[config.mk]
export PLATFORM = sky130hd
export DESIGN_NAME = sxp_test_ctrl
export DESIGN_NICKNAME = d
export VERILOG_FILES = /design/src/rtl/sxp_test_ctrl.sv
export SDC_FILE = /design/constraint.sdc
export NUM_CORES = 1
export LEC_CHECK = 0
export BUFFER_PORTS_ARGS = -buffer_cell sky130_fd_sc_hd__buf_2
export CAP_MARGIN = 20
export CORE_MARGIN = 1.5
export CORE_UTILIZATION = 40
export CTS_CLUSTER_SIZE = 16
export DETAILED_ROUTE_END_ITERATION = 10
export PLACE_DENSITY = 0.63
export SLEW_MARGIN = 20
export SYNTH_ARGS = -nofsm -noshare
export SYNTH_HDL_FRONTEND = slang
export SYNTH_SLANG_ARGS = --single-unit
[constraint.sdc]
create_clock -name clk -period 2.51 [get_ports clk]
set_clock_uncertainty 0.15 [all_clocks]
set_input_delay 0.3765 -clock clk [delete_from_list [all_inputs] [get_ports clk]]
set_output_delay 0.3765 -clock clk [all_outputs]
set_load 0.005 [all_outputs]
[src/rtl/sxp_test_ctrl.sv]
// Test sequencer: streams a program into instruction memory, holds the processor
// through a settle window, runs it with one optional interrupt, and stops on finish or timeout.
//
// state  | meaning
// IDLE   | waiting for start, processor halted
// LOAD   | accepting program words, writing instruction memory
// SETTLE | halt held for SETTLE_CYC cycles after the last word
// RUN    | processor released, counting cycles and retired instructions
// DONE   | halted, results frozen until the next start
module sxp_test_ctrl #(
  parameter int ADDR_W     = 6,
  parameter int DATA_W     = 32,
  parameter int CNT_W      = 32,
  parameter int INT_W      = 16,
  parameter int SETTLE_CYC = 3
) (
  input  logic              clk,
  input  logic              reset_b,
  input  logic              start,
  input  logic              ld_valid,
  input  logic [DATA_W-1:0] ld_data,
  input  logic              ld_last,
  output logic              ld_ready,
  output logic              prog_we,
  output logic [ADDR_W-1:0] prog_addr,
  output logic [DATA_W-1:0] prog_data,
  output logic              halt,
  input  logic              int_rdy,
  output logic              int_req,
  output logic [INT_W-1:0]  int_num,
  input  logic              int_en,
  input  logic [CNT_W-1:0]  int_at,
  input  logic [INT_W-1:0]  int_sel,
  input  logic              inst_vld,
  input  logic              nop,
  input  logic              ext_we,
  input  logic [CNT_W-1:0]  timeout,
  output logic              done,
  output logic              timed_out,
  output logic              load_ovf,
  output logic [CNT_W-1:0]  inst_cnt,
  output logic [CNT_W-1:0]  cyc_cnt,
  output logic [2:0]        state
);

  typedef enum logic [2:0] {
    IDLE   = 3'd0,
    LOAD   = 3'd1,
    SETTLE = 3'd2,
    RUN    = 3'd3,
    DONE   = 3'd4
  } state_t;

  // A zero settle length still spends one cycle in SETTLE.
  localparam int              SETTLE_LD   = (SETTLE_CYC > 0) ? SETTLE_CYC - 1 : 0;
  localparam logic [15:0]     SETTLE_INIT = 16'(SETTLE_LD);
  localparam logic [CNT_W-1:0] CNT_MAX    = '1;
  localparam logic [ADDR_W-1:0] ADDR_MAX  = '1;

  state_t              state_q, state_d;
  logic [15:0]         settle_q, settle_d;
  logic [ADDR_W-1:0]   wr_idx_q, wr_idx_d;
  logic                idx_full_q, idx_full_d;
  logic                pend_q, pend_d;
  logic                issued_q, issued_d;

  logic                ld_ready_d, prog_we_d, halt_d, int_req_d;
  logic [ADDR_W-1:0]   prog_addr_d;
  logic [DATA_W-1:0]   prog_data_d;
  logic [INT_W-1:0]    int_num_d;
  logic                done_d, timed_out_d, load_ovf_d;
  logic [CNT_W-1:0]    inst_cnt_d, cyc_cnt_d;

  assign state = state_q;

  always_comb begin
    logic int_pend;
    int_pend    = 1'b0;
    state_d     = state_q;
    settle_d    = settle_q;
    wr_idx_d    = wr_idx_q;
    idx_full_d  = idx_full_q;
    pend_d      = pend_q;
    issued_d    = issued_q;
    prog_we_d   = 1'b0;
    prog_addr_d = prog_addr;
    prog_data_d = prog_data;
    int_req_d   = 1'b0;
    int_num_d   = '0;
    timed_out_d = timed_out;
    load_ovf_d  = load_ovf;
    inst_cnt_d  = inst_cnt;
    cyc_cnt_d   = cyc_cnt;

    case (state_q)
      IDLE, DONE: begin
        if (start) begin
          state_d     = LOAD;
          wr_idx_d    = '0;
          idx_full_d  = 1'b0;
          pend_d      = 1'b0;
          issued_d    = 1'b0;
          prog_addr_d = '0;
          timed_out_d = 1'b0;
          load_ovf_d  = 1'b0;
          inst_cnt_d  = '0;
          cyc_cnt_d   = '0;
        end
      end
      LOAD: begin
        if (ld_valid && ld_ready) begin
          // Once the last address is used, further words are dropped rather than wrapped.
          if (!idx_full_q) begin
            prog_we_d   = 1'b1;
            prog_addr_d = wr_idx_q;
            prog_data_d = ld_data;
            wr_idx_d    = wr_idx_q + 1'b1;
            idx_full_d  = (wr_idx_q == ADDR_MAX);
          end else begin
            load_ovf_d  = 1'b1;
          end
          if (ld_last) begin
            state_d  = SETTLE;
            settle_d = SETTLE_INIT;
          end
        end
      end
      SETTLE: begin
        if (settle_q == '0) state_d = RUN;
        else                settle_d = settle_q - 1'b1;
      end
      RUN: begin
        if (cyc_cnt != CNT_MAX) cyc_cnt_d = cyc_cnt + 1'b1;
        if (inst_vld && !nop && (inst_cnt != CNT_MAX)) inst_cnt_d = inst_cnt + 1'b1;
        // The interrupt fires on the first qualifying cycle and appears on int_req one cycle later.
        int_pend = pend_q | (int_en & (cyc_cnt == int_at) & ~issued_q);
        if (int_pend && int_rdy) begin
          int_req_d = 1'b1;
          int_num_d = int_sel;
          issued_d  = 1'b1;
          pend_d    = 1'b0;
        end else begin
          pend_d    = int_pend;
        end
        if (ext_we) begin
          state_d     = DONE;
          timed_out_d = 1'b0;
          pend_d      = 1'b0;
        end else if ((timeout != '0) && (cyc_cnt == timeout)) begin
          state_d     = DONE;
          timed_out_d = 1'b1;
          pend_d      = 1'b0;
        end
      end
      default: state_d = IDLE;
    endcase

    halt_d     = (state_d != RUN);
    ld_ready_d = (state_d == LOAD);
    done_d     = (state_d == DONE);
  end

  always_ff @(posedge clk) begin
    if (!reset_b) begin
      state_q    <= IDLE;
      settle_q   <= '0;
      wr_idx_q   <= '0;
      idx_full_q <= 1'b0;
      pend_q     <= 1'b0;
      issued_q   <= 1'b0;
      ld_ready   <= 1'b0;
      prog_we    <= 1'b0;
      prog_addr  <= '0;
      prog_data  <= '0;
      halt       <= 1'b1;
      int_req    <= 1'b0;
      int_num    <= '0;
      done       <= 1'b0;
      timed_out  <= 1'b0;
      load_ovf   <= 1'b0;
      inst_cnt   <= '0;
      cyc_cnt    <= '0;
    end else begin
      state_q    <= state_d;
      settle_q   <= settle_d;
      wr_idx_q   <= wr_idx_d;
      idx_full_q <= idx_full_d;
      pend_q     <= pend_d;
      issued_q   <= issued_d;
      ld_ready   <= ld_ready_d;
      prog_we    <= prog_we_d;
      prog_addr  <= prog_addr_d;
      prog_data  <= prog_data_d;
      halt       <= halt_d;
      int_req    <= int_req_d;
      int_num    <= int_num_d;
      done       <= done_d;
      timed_out  <= timed_out_d;
      load_ovf   <= load_ovf_d;
      inst_cnt   <= inst_cnt_d;
      cyc_cnt    <= cyc_cnt_d;
    end
  end

endmodule

==> Flow_metrics.wiki <==
{| class="wikitable"
! Metric !! Value
|-
| Series of cell instances along the critical path || xor2_1 > nor4_2 > nand3_1 > o41ai_2 > and3_1 > buf_4 > and2_1
|-
| Total nets after synthesis || a little over 1000
|-
| Yosys synthesis warning count || 0
|-
| Cell leakage power || between 4 and 5 nW
|-
| Clock transition at the register clock pins on the worst setup and hold paths after CTS || 60 ps
|-
| Insertion delay of the later-clocked pin in the worst-skew pair || between 400 and 500 ps
|-
| Count of final max-slew check failures || 0
|-
| Site row count || 50
|-
| Final Setup Violations || 0
|-
| Average footprint of a synthesized cell || between 8 and 9 um2
|-
| Routed Antenna Nets || 0
|-
| Via count of the first global-routing pass || between 6000 and 7000
|-
| Actual slew at the worst max-slew pin || 543 ps
|-
| Synth-to-layout area growth || 31.5%
|-
| Number of buffer and inverter instances along the worst setup path || 1
|-
| Core outline area || between 15000 and 20000 um2
|-
| Area of the mapped netlist || about 7500 um2
|-
| Kind of critical path || flip-flop to flip-flop
|-
| Summed negative setup slack over all endpoints || 0 ps
|-
| Syn Inst Count || 886
|-
| Layout Nets || about 1300
|-
| Final Hold Fails || 0
|-
| Maximum number of pins on one net before global-route repair || 43
|-
| I/O Pins || 250
|-
| Max Clk Rate || 423 MHz
|-
| WL final || 22.1 mm
|-
| Post-layout minimum cycle time || roughly 2400 ps
|-
| Wire length of the first global-routing pass || roughly 35 mm
|-
| DRC violation count after routing || 0
|-
| Most instantiated flip-flop cell in the synthesis netlist || sky130_fd_sc_hd__dfxtp_1
|-
| Setup repair after global routing missed its margin || false
|-
| Detailed router's first-iteration violation count || between 400 and 500
|-
| Cts bufs inserted || 17
|-
| Count of state elements after synthesis || 153
|-
| Top post-synthesis cells by count || sky130_fd_sc_hd__dfxtp_1, sky130_fd_sc_hd__nand2_1, sky130_fd_sc_hd__xor2_1
|-
| Run status || complete, no violations
|-
| Number of iterations in the first detailed-routing pass || 5
|-
| CP max-delay cell || sky130_fd_sc_hd__dfxtp_1
|-
| Endpoint kind of the worst setup timing path || flip-flop
|-
| Worst slew margin relative to its limit || roughly 64%
|-
| Routability congestion estimate || 0.881
|-
| Post-route clock period utilization || between 90 and 100%
|-
| Max capacitance violation total || 0
|-
| Buffer levels on the longest clock path || 2
|-
| Required time reported for the critical path endpoint || 2720 ps
|-
| Grt total ovfl || 0
|-
| Post-DR vias/cell || between 5 and 6
|-
| Dpl hpwl || approximately 17 mm
|-
| Die H || roughly 140 um
|-
| Most area-hungry cell type in the Yosys netlist || sky130_fd_sc_hd__dfxtp_1
|-
| Clock net sink count || 153
|-
| Effective utilization at floorplan || just over 40%
|-
| Crit-path leading delay family || simple AND/OR/NAND/NOR gates
|-
| Cell chosen for the clock root || sky130_fd_sc_hd__clkbuf_16
|-
| Crit path arrival time || ~2600 ps
|-
| Area of the die || about 20000 um2
|-
| Setup crit start kind || flip-flop
|-
| Async SR Flop Fraction || 0%
|-
| Count of input and output buffers || between 200 and 250
|-
| Via Count || ~7000
|-
| Type of the tightest min-delay check || input port to flip-flop
|-
| Library cell with the highest instance count after synthesis || sky130_fd_sc_hd__dfxtp_1
|-
| Area share of the leading cell type in the synthesized netlist || 40.6%
|-
| EDFF count, synth || 0
|-
| Worst voltage drop across the vdd grid || ~0.45 mV
|-
| Count of distinct cell types in the synthesized netlist || 60
|-
| Maximum level of the CTS H-tree || 4
|-
| PwrDens || around 530 nW/um2
|-
| Dpl cell area || 9280 um2
|-
| CTS tree || built
|-
| Proportion of layout cells with a drive suffix above 1 || 30.4%
|-
| Horiz. Die Dim || between 100 and 150 um
|-
| Highest fanout seen on the critical path || 17
|-
| Final design instance area without fill || 9920 um2
|-
| Wirelength per Cell || ~16 um
|-
| Slowest stage delay, CP || 480 ps
|-
| Number of antenna violations at the first check in global routing || 1
|-
| Largest cells by area after synthesis || sky130_fd_sc_hd__dfxtp_1, sky130_fd_sc_hd__xor2_1, sky130_fd_sc_hd__nand2_1
|-
| Global-route total usage across every layer || roughly 22%
|-
| Sequential-to-total area share from yosys stat || roughly two fifths
|}
-- power breakdown --
part / internal, W / switching (W) / total, W / leakage [nW]
Sequential: 0.00245 / 0.0000175 / 0.00247 / 1.23
Clock: 0.00136 / 0.00101 / 0.00237 / 0.258
Combinational: 0.000196 / 0.000246 / 0.000442 / 2.96
-- what timing repair did --
item | in CTS | in global routing
setup endpoints to repair | 0 | 16
endpoints found under the hold margin | 9 | 0
setup buffers | 0 | 0
gates resized for setup | 0 | 1
hold buffers | 9 | 0
-- state kept, by name, indices dropped and copies added (netlist names) --
register    cells
prog_we         1
int_req         1
prog_data      32
ld_ready        1
halt            1
inst_cnt       32
pend_q          1
int_num        16
settle_q       16
timed_out       1
idx_full_q      1
state           3
issued_q        1
wr_idx_q        6
done            1
cyc_cnt        32
prog_addr       6
load_ovf        1
-- placed cells by master, fill, tap and decap left out, drive strengths merged, types with 6 or more instances in the layout --
master and count:
buf 309, dfxtp 153, nand2 107, xor2 102, nor2 99, a21boi 36, nand3 35, nor4 34
xnor2 30, nand4 27, a21oi 26, and2 25, clkbuf 21, and3 20, o21ai 20, nor3 18
o2111ai 10, inv 10, dlygate4sd3 9, and4 8, nand2b 7, nor3b 6, nor2b 6
-- through the flow --
step / setup slack [ps] / hold slack, ps / power, W / utilization [%] / cells
detailed placement: 143 / 302 / 0.00295 / 49.9 / 1371
CTS: 178 / 0.700 / 0.00535 / 53.3 / 1412
global route: 25.6 / 10.6 / 0.00550 / 53.4 / 1412
finish: 145 / 20.9 / 0.00528 / 53.4 / 1413
floorplan: 375 / 288 / 0.00273 / - / 886
global placement: 141 / 297 / 0.00295 / 49.9 / 1371
-- metal layers --
| layer | wire length [um] | vias to the layer above | share of wire (%) | GRT usage [%] |
|---|---|---|---|---|
| li1 | - | 3598 | - | - |
| met1 | 9770 | 3289 | 44 | 28.8 |
| met2 | 10200 | 264 | 46 | 36.2 |
| met3 | 1790 | 25 | 8.1 | 6.43 |
| met4 | 382 | 0 | 1.7 | 7.53 |
| met5 | 0 | - | 0 | 0 |
-- logic make-up after synthesis --
kind of cell	synth area share (%)
DFF	40.6
buffers and inverters	4.16
and+or+nand+nor	28.2
AOI/OAI and AO/OA	10.9
adders and majority gates	0.663
muxes	0.133
xor gates and xnor gates	15.3
-- worst paths after layout --
| kind | start | endpoint | slack (ps) | cells after the start |
|---|---|---|---|---|
| setup / recovery | cyc_cnt[26]$_SDFFE_PN0P_ | int_num[2]$_SDFF_PN0_ | 150 | 7 |
| hold / removal | int_sel[14] | int_num[14]$_SDFF_PN0_ | 20 | 2 |
| setup reg to reg | cyc_cnt[26]$_SDFFE_PN0P_ | int_num[2]$_SDFF_PN0_ | 150 | 7 |
| hold reg to reg | prog_data[12]$_SDFFE_PN0P_ | prog_data[12]$_SDFFE_PN0P_ | 310 | 2 |
-- area by class of cell --
class | count | area (um2)
inverters | 8 | 30.0
repair buffers | 318 | 1810
multi-input cells | 667 | 4180
fillers | 1803 | 8660
well taps | 234 | 293
diodes | 1 | 2.50
flip-flops and latches | 153 | 3060
clock buffers | 21 | 440
clock inverters | 11 | 98.8
No activity file was read; power rests on OpenSTA's default activity.
